===== src/rtl/hazard_pkg.sv =====
// Shared types and constants for the pipeline hazard/stall controller and its
// register-match helper.
package hazard_pkg;

  typedef enum logic [1:0] {
    IDLE       = 2'd0,
    LOAD_STALL = 2'd1,
    MEM_WAIT   = 2'd2,
    FLUSH      = 2'd3
  } hz_state_e;

  localparam int unsigned REG_ZERO         = 0;
  localparam int unsigned LOAD_LAT_DEF     = 1;
  localparam int unsigned FLUSH_CYCLES_DEF = 1;

endpackage


===== src/rtl/hazard_stall_ctrl_if.sv =====
// Pipeline-side bundle of the stall controller: hazard inputs from ID/EX/MEM
// and the write-enable / bubble / flush controls going back to the pipeline.
interface hazard_stall_ctrl_if #(
  parameter int REG_ADDR_W = 5
);
  logic                  IDEXMemRead;
  logic [REG_ADDR_W-1:0] IDEXRegisterRt;
  logic [REG_ADDR_W-1:0] IFIDRegisterRs;
  logic [REG_ADDR_W-1:0] IFIDRegisterRt;
  logic                  IFIDUsesRt;
  logic                  EXMEMMemAccess;
  logic                  dMemReady;
  logic                  redirect;
  logic                  PCWrite;
  logic                  IFIDWrite;
  logic                  IFIDFlush;
  logic                  IDEXBubble;
  logic                  pipeFreeze;
  logic                  busy;

  modport master (
    output IDEXMemRead, IDEXRegisterRt, IFIDRegisterRs, IFIDRegisterRt,
           IFIDUsesRt, EXMEMMemAccess, dMemReady, redirect,
    input  PCWrite, IFIDWrite, IFIDFlush, IDEXBubble, pipeFreeze, busy
  );

  modport slave (
    input  IDEXMemRead, IDEXRegisterRt, IFIDRegisterRs, IFIDRegisterRt,
           IFIDUsesRt, EXMEMMemAccess, dMemReady, redirect,
    output PCWrite, IFIDWrite, IFIDFlush, IDEXBubble, pipeFreeze, busy
  );
endinterface


===== src/rtl/hazard_match.sv =====
// Combinational load-use comparator; register 0 never produces a hazard.
// Kept standalone so the forwarding unit can reuse it.
module hazard_match
  import hazard_pkg::*;
#(
  parameter int REG_ADDR_W = 5
) (
  input  logic                  i_mem_read,
  input  logic [REG_ADDR_W-1:0] i_ex_rt,
  input  logic [REG_ADDR_W-1:0] i_id_rs,
  input  logic [REG_ADDR_W-1:0] i_id_rt,
  input  logic                  i_uses_rt,
  output logic                  o_hit
);

  logic w_dst_nonzero;
  logic w_rs_match;
  logic w_rt_match;

  assign w_dst_nonzero = (i_ex_rt != REG_ADDR_W'(REG_ZERO));
  assign w_rs_match    = (i_ex_rt == i_id_rs);
  assign w_rt_match    = i_uses_rt && (i_ex_rt == i_id_rt);
  assign o_hit         = i_mem_read && w_dst_nonzero && (w_rs_match || w_rt_match);

endmodule


===== src/rtl/hazard_stall_ctrl.sv =====
// Stall/flush controller for the 5-stage pipeline. Optional performance
// counters are compiled in with HAZARD_PERF_CNT_EN.
module hazard_stall_ctrl
  import hazard_pkg::*;
#(
  parameter int REG_ADDR_W   = 5,
  parameter int LOAD_LAT     = LOAD_LAT_DEF,
  parameter int FLUSH_CYCLES = FLUSH_CYCLES_DEF,
  parameter int CNT_W        = 3
) (
  input  logic                clk,
  input  logic                rst_n,
  hazard_stall_ctrl_if.slave  bus
`ifdef HAZARD_PERF_CNT_EN
  ,
  output logic [31:0]         loadStallCnt,
  output logic [31:0]         memWaitCnt,
  output logic [31:0]         flushCnt
`endif
);

  hz_state_e        r_state;
  hz_state_e        r_resume;
  logic [CNT_W-1:0] r_cnt;

  hz_state_e        w_state_nxt;
  hz_state_e        w_resume_nxt;
  hz_state_e        w_eff_state;
  logic [CNT_W-1:0] w_cnt_nxt;
  logic [CNT_W-1:0] w_cnt_dec;
  logic             w_cnt_last;
  logic             w_lu_hit;
  logic             w_mem_wait;
  logic             w_pc_write;
  logic             w_ifid_write;
  logic             w_ifid_flush;
  logic             w_idex_bubble;
  logic             w_freeze;
  logic             w_ls_cycle;

  hazard_match #(.REG_ADDR_W(REG_ADDR_W)) u_match (
    .i_mem_read (bus.IDEXMemRead),
    .i_ex_rt    (bus.IDEXRegisterRt),
    .i_id_rs    (bus.IFIDRegisterRs),
    .i_id_rt    (bus.IFIDRegisterRt),
    .i_uses_rt  (bus.IFIDUsesRt),
    .o_hit      (w_lu_hit)
  );

  assign w_mem_wait = bus.EXMEMMemAccess && !bus.dMemReady;
  // The memory-ready cycle behaves exactly like the state that was interrupted.
  assign w_eff_state = (r_state == MEM_WAIT) ? r_resume : r_state;
  assign w_cnt_dec   = (r_cnt == CNT_W'(0)) ? CNT_W'(0) : (r_cnt - CNT_W'(1));
  assign w_cnt_last  = (r_cnt <= CNT_W'(1));

  // Next-state, counter and control outputs; memWait > redirect > luHit.
  always_comb begin
    w_state_nxt   = r_state;
    w_resume_nxt  = r_resume;
    w_cnt_nxt     = r_cnt;
    w_pc_write    = 1'b1;
    w_ifid_write  = 1'b1;
    w_ifid_flush  = 1'b0;
    w_idex_bubble = 1'b0;
    w_freeze      = 1'b0;
    w_ls_cycle    = 1'b0;
    if (w_mem_wait) begin
      w_pc_write   = 1'b0;
      w_ifid_write = 1'b0;
      w_freeze     = 1'b1;
      w_state_nxt  = MEM_WAIT;
      if (r_state != MEM_WAIT) begin
        w_resume_nxt = r_state;
      end else begin
        w_resume_nxt = r_resume;
      end
    end else if (bus.redirect) begin
      w_ifid_flush  = 1'b1;
      w_idex_bubble = 1'b1;
      if (FLUSH_CYCLES > 1) begin
        w_cnt_nxt   = CNT_W'(FLUSH_CYCLES - 1);
        w_state_nxt = FLUSH;
      end else begin
        w_cnt_nxt   = CNT_W'(0);
        w_state_nxt = IDLE;
      end
    end else begin
      case (w_eff_state)
        LOAD_STALL: begin
          w_pc_write    = 1'b0;
          w_ifid_write  = 1'b0;
          w_idex_bubble = 1'b1;
          w_ls_cycle    = 1'b1;
          w_cnt_nxt     = w_cnt_dec;
          w_state_nxt   = w_cnt_last ? IDLE : LOAD_STALL;
        end
        FLUSH: begin
          w_ifid_flush = 1'b1;
          w_cnt_nxt    = w_cnt_dec;
          w_state_nxt  = w_cnt_last ? IDLE : FLUSH;
        end
        IDLE: begin
          if (w_lu_hit) begin
            w_pc_write    = 1'b0;
            w_ifid_write  = 1'b0;
            w_idex_bubble = 1'b1;
            w_ls_cycle    = 1'b1;
            if (LOAD_LAT > 1) begin
              w_cnt_nxt   = CNT_W'(LOAD_LAT - 1);
              w_state_nxt = LOAD_STALL;
            end else begin
              w_state_nxt = IDLE;
            end
          end else begin
            w_state_nxt = IDLE;
          end
        end
        default: begin
          w_state_nxt = IDLE;
        end
      endcase
    end
  end

  // State, resume-state and down-counter registers.
  always_ff @(posedge clk or negedge rst_n) begin
    if (!rst_n) begin
      r_state  <= IDLE;
      r_resume <= IDLE;
      r_cnt    <= CNT_W'(0);
    end else begin
      r_state  <= w_state_nxt;
      r_resume <= w_resume_nxt;
      r_cnt    <= w_cnt_nxt;
    end
  end

  // Outputs snap to their idle values the moment reset is asserted.
  assign bus.PCWrite    = rst_n ? w_pc_write    : 1'b1;
  assign bus.IFIDWrite  = rst_n ? w_ifid_write  : 1'b1;
  assign bus.IFIDFlush  = rst_n ? w_ifid_flush  : 1'b0;
  assign bus.IDEXBubble = rst_n ? w_idex_bubble : 1'b0;
  assign bus.pipeFreeze = rst_n ? w_freeze      : 1'b0;
  assign bus.busy       = rst_n && (r_state != IDLE);

`ifdef HAZARD_PERF_CNT_EN
  logic [31:0] r_ls_cnt;
  logic [31:0] r_mw_cnt;
  logic [31:0] r_fl_cnt;

  // Event counters; only the memWait counter advances while frozen.
  always_ff @(posedge clk or negedge rst_n) begin
    if (!rst_n) begin
      r_ls_cnt <= 32'd0;
      r_mw_cnt <= 32'd0;
      r_fl_cnt <= 32'd0;
    end else begin
      if (w_mem_wait) begin
        r_mw_cnt <= r_mw_cnt + 32'd1;
      end else begin
        r_mw_cnt <= r_mw_cnt;
      end
      if (!w_freeze && w_ls_cycle) begin
        r_ls_cnt <= r_ls_cnt + 32'd1;
      end else begin
        r_ls_cnt <= r_ls_cnt;
      end
      if (!w_freeze && w_ifid_flush) begin
        r_fl_cnt <= r_fl_cnt + 32'd1;
      end else begin
        r_fl_cnt <= r_fl_cnt;
      end
    end
  end

  assign loadStallCnt = r_ls_cnt;
  assign memWaitCnt   = r_mw_cnt;
  assign flushCnt     = r_fl_cnt;
`endif

endmodule


===== src/flat_wrapper.sv =====
// flat-port wrapper written by rule: the top's interface ports become plain ports
module hazard_stall_ctrl_flat import hazard_pkg::*;
#(
  parameter int REG_ADDR_W   = 5,
  parameter int LOAD_LAT     = LOAD_LAT_DEF,
  parameter int FLUSH_CYCLES = FLUSH_CYCLES_DEF,
  parameter int CNT_W        = 3
)
  (clk, rst_n, bus_IDEXMemRead, bus_IDEXRegisterRt, bus_IFIDRegisterRs, bus_IFIDRegisterRt, bus_IFIDUsesRt, bus_EXMEMMemAccess, bus_dMemReady, bus_redirect, bus_PCWrite, bus_IFIDWrite, bus_IFIDFlush, bus_IDEXBubble, bus_pipeFreeze, bus_busy);
  hazard_stall_ctrl_if #(.REG_ADDR_W(REG_ADDR_W)) bus_i ();
  input  logic clk;
  input  logic rst_n;
  input wire logic [$bits(bus_i.IDEXMemRead)-1:0] bus_IDEXMemRead;
  input wire logic [$bits(bus_i.IDEXRegisterRt)-1:0] bus_IDEXRegisterRt;
  input wire logic [$bits(bus_i.IFIDRegisterRs)-1:0] bus_IFIDRegisterRs;
  input wire logic [$bits(bus_i.IFIDRegisterRt)-1:0] bus_IFIDRegisterRt;
  input wire logic [$bits(bus_i.IFIDUsesRt)-1:0] bus_IFIDUsesRt;
  input wire logic [$bits(bus_i.EXMEMMemAccess)-1:0] bus_EXMEMMemAccess;
  input wire logic [$bits(bus_i.dMemReady)-1:0] bus_dMemReady;
  input wire logic [$bits(bus_i.redirect)-1:0] bus_redirect;
  output wire logic [$bits(bus_i.PCWrite)-1:0] bus_PCWrite;
  output wire logic [$bits(bus_i.IFIDWrite)-1:0] bus_IFIDWrite;
  output wire logic [$bits(bus_i.IFIDFlush)-1:0] bus_IFIDFlush;
  output wire logic [$bits(bus_i.IDEXBubble)-1:0] bus_IDEXBubble;
  output wire logic [$bits(bus_i.pipeFreeze)-1:0] bus_pipeFreeze;
  output wire logic [$bits(bus_i.busy)-1:0] bus_busy;
  assign bus_i.IDEXMemRead = bus_IDEXMemRead;
  assign bus_i.IDEXRegisterRt = bus_IDEXRegisterRt;
  assign bus_i.IFIDRegisterRs = bus_IFIDRegisterRs;
  assign bus_i.IFIDRegisterRt = bus_IFIDRegisterRt;
  assign bus_i.IFIDUsesRt = bus_IFIDUsesRt;
  assign bus_i.EXMEMMemAccess = bus_EXMEMMemAccess;
  assign bus_i.dMemReady = bus_dMemReady;
  assign bus_i.redirect = bus_redirect;
  assign bus_PCWrite = bus_i.PCWrite;
  assign bus_IFIDWrite = bus_i.IFIDWrite;
  assign bus_IFIDFlush = bus_i.IFIDFlush;
  assign bus_IDEXBubble = bus_i.IDEXBubble;
  assign bus_pipeFreeze = bus_i.pipeFreeze;
  assign bus_busy = bus_i.busy;
  hazard_stall_ctrl #(.REG_ADDR_W(REG_ADDR_W), .LOAD_LAT(LOAD_LAT), .FLUSH_CYCLES(FLUSH_CYCLES), .CNT_W(CNT_W)) u_core (.clk(clk), .rst_n(rst_n), .bus(bus_i));
endmodule

===== config.mk =====
export PLATFORM = sky130hd
export DESIGN_NAME = hazard_stall_ctrl_flat
export DESIGN_NICKNAME = d
export VERILOG_FILES = /design/src/rtl/hazard_pkg.sv /design/src/rtl/hazard_stall_ctrl_if.sv /design/src/rtl/hazard_match.sv /design/src/rtl/hazard_stall_ctrl.sv /design/src/flat_wrapper.sv
export SDC_FILE = /design/constraint.sdc
export NUM_CORES = 1
export LEC_CHECK = 0
export CAP_MARGIN = 25
export CORE_MARGIN = 2
export CORE_UTILIZATION = 39
export CTS_BUF_LIST = sky130_fd_sc_hd__clkbuf_4 sky130_fd_sc_hd__clkbuf_8 sky130_fd_sc_hd__clkbuf_16
export DETAILED_ROUTE_END_ITERATION = 10
export PLACE_DENSITY = 0.79
export SLEW_MARGIN = 10
export SYNTH_ARGS = -nofsm -noshare
export SYNTH_HDL_FRONTEND = slang
export SYNTH_HIERARCHICAL = 1
export SYNTH_SLANG_ARGS = --single-unit

===== constraint.sdc =====
create_clock -name clk -period 2.35 [get_ports clk]
set_clock_uncertainty 0.1 [all_clocks]
set_input_delay 0.47 -clock clk [delete_from_list [all_inputs] [get_ports clk]]
set_output_delay 0.47 -clock clk [all_outputs]
set_load 0.01 [all_outputs]

Word-level counts from Yosys, hierarchy flattened
Cells that the tools add are included.

Add/subtract/negate cells: 1. Order comparisons: 1. Equal/unequal tests: 6. Mux-type cells: 25. Bitwise logic cells: 1. Reduce and logical (&&, ||, !) cells: 15.

Operator list (number): 2-to-1 mux 1 bit (15); equality test 5 bit (2); 2-to-1 mux 3 bit (3); 2-to-1 mux 2 bit (4); logical AND 1 bit (5); nonzero test 5 bit (1); equality test 2 bit (second input constant) (2); case mux 1 bit (2 select lines) (2); case mux 2 bit (2 select lines) (1); AND reduction 2 bit (2); nonzero test 2 bit (2); <= comparator 3 x 1 -> 1 bit (second input constant) (1); zero test 3 bit (1); subtractor 3 x 1 -> 3 bit (second input constant) (1); equality test 2 x 1 -> 1 bit (second input constant) (1); zero test 2 bit (1); != test 2 bit (second input constant) (1); OR reduction 2 bit (1); zero test 1 bit (1); logical OR 1 bit (1); inverter 1 bit (1).

Register bits: 7. Bits of input ports: 22. Output and inout bits: 6. Word-level logic and storage cells: 52.

Depth between registers and ports, before layout
Depth in word-level cells: 9. Depth in mapped cells: 7. Depth with buffers taken out: 6.

Hierarchy
Netlist, hierarchy kept.

By module, submodules not included: hazard_stall_ctrl (instances 1, cells an instance 49, area an instance 446.7 um^2, sequential area each 175.2 um^2); hazard_match (instances 1, cells an instance 17, area an instance 132.6 um^2, sequential area each 0.0 um^2).

Least setup slack after synthesis
Ideal clock, no wire load.

Kind: in2out. Start point: input port bus_IDEXRegisterRt[1]. End point: output port bus_PCWrite. Data arrival time: 1.804 ns. Required time: 1.780 ns. Setup slack: -0.024 ns. Stages: 6. Cells stage by stage: or4_1 > o21ai_1 > a21oi_1 > o21a_1 > a31oi_1 > buf_4.

Cells in the longest elaborated chain, start to end: 9. Elaborated cells between the ends (all ways): 12. Classes of those cells: eq/ne: 2; mux: 5; reduce/logical: 5.

Ends and longest elaborated chain: start: declaration (RTL line flat_wrapper.sv:14) `input wire logic [$bits(bus_i.IDEXRegisterRt)-1:0] bus_IDEXRegisterRt;`; equality test 5 bit (RTL line hazard_match.sv:22) `assign w_rt_match = i_uses_rt && (i_ex_rt == i_id_rt);`; logical AND 1 bit (RTL line hazard_match.sv:22); logical OR 1 bit (RTL line hazard_match.sv:23) `assign o_hit = i_mem_read && w_dst_nonzero && (w_rs_match || w_rt_match);`; logical AND 1 bit * (RTL line hazard_match.sv:23); via u_core.w_lu_hit (RTL line hazard_stall_ctrl.sv:32) `logic w_lu_hit;`; 2-to-1 mux 1 bit *; case mux 1 bit (2 select lines) *; 2-to-1 mux 1 bit * (3 in series); end: declaration (RTL line flat_wrapper.sv:21) `output wire logic [$bits(bus_i.PCWrite)-1:0] bus_PCWrite;`.

Mark *: on every way through the listed nets, which the timed path passes. The rest lies on a longest branch.

Worst setup path after layout
Start point: input port bus_IFIDRegisterRt[4]. End point: output port bus_PCWrite.

Cells in the longest elaborated chain, start to end: 9.

Ends and longest elaborated chain: start: declaration (RTL line flat_wrapper.sv:16) `input wire logic [$bits(bus_i.IFIDRegisterRt)-1:0] bus_IFIDRegisterRt;`; equality test 5 bit (RTL line hazard_match.sv:22); logical AND 1 bit (RTL line hazard_match.sv:22); logical OR 1 bit (RTL line hazard_match.sv:23); logical AND 1 bit (RTL line hazard_match.sv:23); via u_core.w_lu_hit (RTL line hazard_stall_ctrl.sv:32); 2-to-1 mux 1 bit (RTL line hazard_stall_ctrl.sv:103) `if (w_lu_hit) begin`; case mux 1 bit (2 select lines) (RTL line hazard_stall_ctrl.sv:88) `case (w_eff_state)`; 2-to-1 mux 1 bit (RTL line hazard_stall_ctrl.sv:77) `end else if (bus.redirect) begin`; 2-to-1 mux 1 bit (RTL line hazard_stall_ctrl.sv:67) `if (w_mem_wait) begin`; 2-to-1 mux 1 bit (RTL line hazard_stall_ctrl.sv:139) `assign bus.PCWrite = rst_n ? w_pc_write : 1'b1;`.

The timed path passes the listed nets, and every way through them passes these cells.

==> run_results.csv <==
group,metric,value,unit
run_status,status,"finished, violations left",
run_status,violations,"negative setup slack",
worst_setup_path,cp_top_family,"simple AND/OR/NAND/NOR gates",
drt,drc,0,
finish,n_antenna_cell,0,
timing,timing.final.hold_violations,0,
logic_synthesis,ys_seq_area_frac,0.3024,
timing,setup_viol,3,
finish,final_cell_area,992.2,um^2
worst_setup_path,ff2ff_setup_slack,0.96,ns
placement,io_buffer_count,27,
clock_network,clk_pin_slew_worst_paths,0.05,ns
grt,grt_pass1_wl,2877,um
logic_synthesis,synth_edf_count,0,
logic_synthesis,synth_cell_types,29,
clock_network,cts_tree,"yes",
grt,top_usage_layer,"met2",
worst_setup_path,required,1.78,ns
logic_synthesis,synthCells,66,
worst_setup_path,start_kind,"input pin",
worst_setup_path,crit_cells,8,
logic_synthesis,async_flop_share,1.000,
drt,drt_pass1_iterations,4,
finish,layout_commonest_cell,"buf_4",
worst_setup_path,r2r_end,"u_core/r_cnt[0]",
finish,final_core_util,0.7349,
timing,period_needed,2.398,ns
placement,hpwl,1368,um
finish,syn2layout_area_growth,71.27,%
timing,min_period_over_period,1.020,
grt,grt_util_all_layers,0.2085,
grt,antenna_found_initial,0,
floorplanning,die_h,42.54,um
logic_synthesis,synth_area,579.3,um^2
grt,grt_overflow_total,0,
worst_setup_path,critPathLaunch,"bus_IFIDRegisterRt[4]",
timing,worstMarginPinSlew,0.4142,ns
logic_synthesis,synth_seq_cells,7,
clock_network,cts_root_buf,"clkbuf_4",
drt,drt_wl_total,1638,um
worst_setup_path,cp_max_fo,2,
timing,rsz0062_at_grt,"yes",
grt,use_met2,0.3415,
worst_setup_path,cpPeakStageDelay,0.28,ns
worst_setup_path,end_kind,"primary output",
clock_network,clockBufferDepth,2,
finish,nNetsFinal,135,
clock_network,htreeDepth,1,
worst_setup_path,path_buf_inv,2,
logic_synthesis,syn_avg_cell_area,8.777,um^2
finish,multi_input_area,400.4,um^2
logic_synthesis,synth_ff_type,"dfrtp_1",
grt,grt_max_degree,8,
timing,slew_headroom,0.7222,
power,ir_drop,0.2438,mV
placement,gp_congestion,0.8575,
worst_setup_path,cp_slowest_cell,"nor4_2",
grt,grtUsageMet3,0.06034,
timing,max_freq,0.4171,GHz
grt,grt_pass1_vias,643,
drt,drtAntennaViolNets,0,
logic_synthesis,yosys_warnings,6,
worst_setup_path,crit_type,"input pin to primary output",
drt,vias,631,
timing,tns,-0.1121,ns
finish,drive_above_1_share,0.3364,
floorplanning,std_cell_rows,13,
logic_synthesis,syn-num-nets,90,
worst_setup_path,crit_end,"bus_PCWrite",
drt,via_per_inst,5.048,
power,power,0.0003489,W
finish,regArea,175.2,um^2
worst_setup_path,r2r_cells,4,
clock_network,clkLatencyLatePin,0.25,ns
power,powerDensity,351.7,mW/mm^2
floorplanning,dieArea,0.001810,mm^2
clock_network,cts_buffers,3,
floorplanning,ioPinCount,28,
worst_setup_path,worstPathCellList,"dlygate4sd2_1 -> xor2_1 -> nor4_2 -> nand3_1 -> a21oi_2 -> o21a_1 -> a31oi_2 -> buf_2",
timing,final_max_slew_viol_count,0,
finish,final_cell_mix,"buf_4, clkdlybuf4s50_1, dlygate4sd2_1",
finish,fillers,111,
power,p_leak,0.4818,nW
job,max_cap_viol_count,0,
hold_path,hp-class,"input pin to asynchronous set/reset pin",
grt,use_met1,0.2711,
timing,whs,0.2181,ns
floorplanning,initial_utilization,0.4291,
floorplanning,die_width,42.54,um
worst_setup_path,r2r_start,"u_core/r_state[1]",
timing,setup_slack,-0.04751,ns
clock_network,cts_sinks,7,
placement,placedInstanceArea,960.9,um^2
floorplanning,coreArea,0.001350,mm^2
drt,drtIter0Drc,4,
worst_setup_path,worstPathArrival,1.83,ns
drt,wire_per_inst,13.10,um
## layout make-up
cell class	count	area share
Timing Repair Buffer	42	0.3594
Clock buffer	4	0.03026
Multi-Input combinational cell	54	0.4035
Tap cell	15	0.01892
Inverter	3	0.01135
Sequential cell	7	0.1765
## per-stage QoR
stage | worst slack, ns | std cells
global route | -0.1495 | 125
finish | -0.04751 | 125
detailed placement | -0.8352 | 120
global placement | -0.7805 | 120
CTS | -0.03593 | 124
floorplan | 0.03054 | 66
## flip-flops by register name, indices dropped and copies added, names as in the netlist
register	flops
u_core/r_cnt	3
u_core/r_resume	2
u_core/r_state	2
## kinds of logic after synthesis
group                      after synthesis  share of synthesized area
AOI/OAI and AO/OA                       21                     0.2505
and+or+nand+nor                         21                     0.2009
xor gates and xnor gates                10                     0.1512
DFF                                      7                     0.3024
buffers and inverters                    5                    0.05184
adders and majority gates                2                    0.04319
## cell usage after synthesis, types with 2 or more instances
library cell / count / area [um^2]
dfrtp_1: 7 / 175.2
o31ai_1: 3 / 22.52
nor2_1: 5 / 18.77
o21ai_0: 2 / 10.01
o21a_1: 2 / 15.01
nand2_1: 4 / 15.01
nand3_1: 3 / 15.01
xnor2_1: 3 / 26.28
inv_1: 3 / 11.26
ha_1: 2 / 25.02
o21ai_1: 4 / 20.02
a21oi_1: 5 / 25.02
xor2_1: 7 / 61.31
## metal layers
layer | wire length (um) | share of wire | vias to the layer above
li1 | - | - | 323
met1 | 755 | 0.46 | 297
met2 | 827 | 0.50 | 11
met3 | 55 | 0.034 | 0
met4 | 0 | 0 | 0
met5 | 0 | 0 | -
## how the worst min path moves through the flow
stage / from / endpoint / cells past startpoint
after global placement: u_core/r_cnt[0] / u_core/r_cnt[0] / 1
after CTS: rst_n / u_core/r_resume[1] / 2
after global routing: rst_n / u_core/r_resume[0] / 2
final: rst_n / u_core/r_state[1] / 2
after floorplan: rst_n / u_core/r_cnt[0] / 0
after detailed placement: u_core/r_cnt[0] / u_core/r_cnt[0] / 1
## what timing repair did
action                                  CTS  global route
hold buffers                              0             0
pin swaps                                11             2
gates resized for setup                  47             6
buffers inserted                          0             1
endpoints found under the setup margin    6             3
## worst reg2reg max path, cell delays in order (launching register included)
cell and delay [ns]:
dfrtp_1 0.40, buf_4 0.16, a211oi_1 0.40, o21ai_0 0.15, o31ai_1 0.08
## report_power, final
group	switching, W	internal [W]
Clock	0.0000446	0.0000763
Sequential	0.000000802	0.000122
Combinational	0.0000441	0.0000615
Total	0.0000895	0.000259
Note: power is estimated with default switching activity, not from simulation.
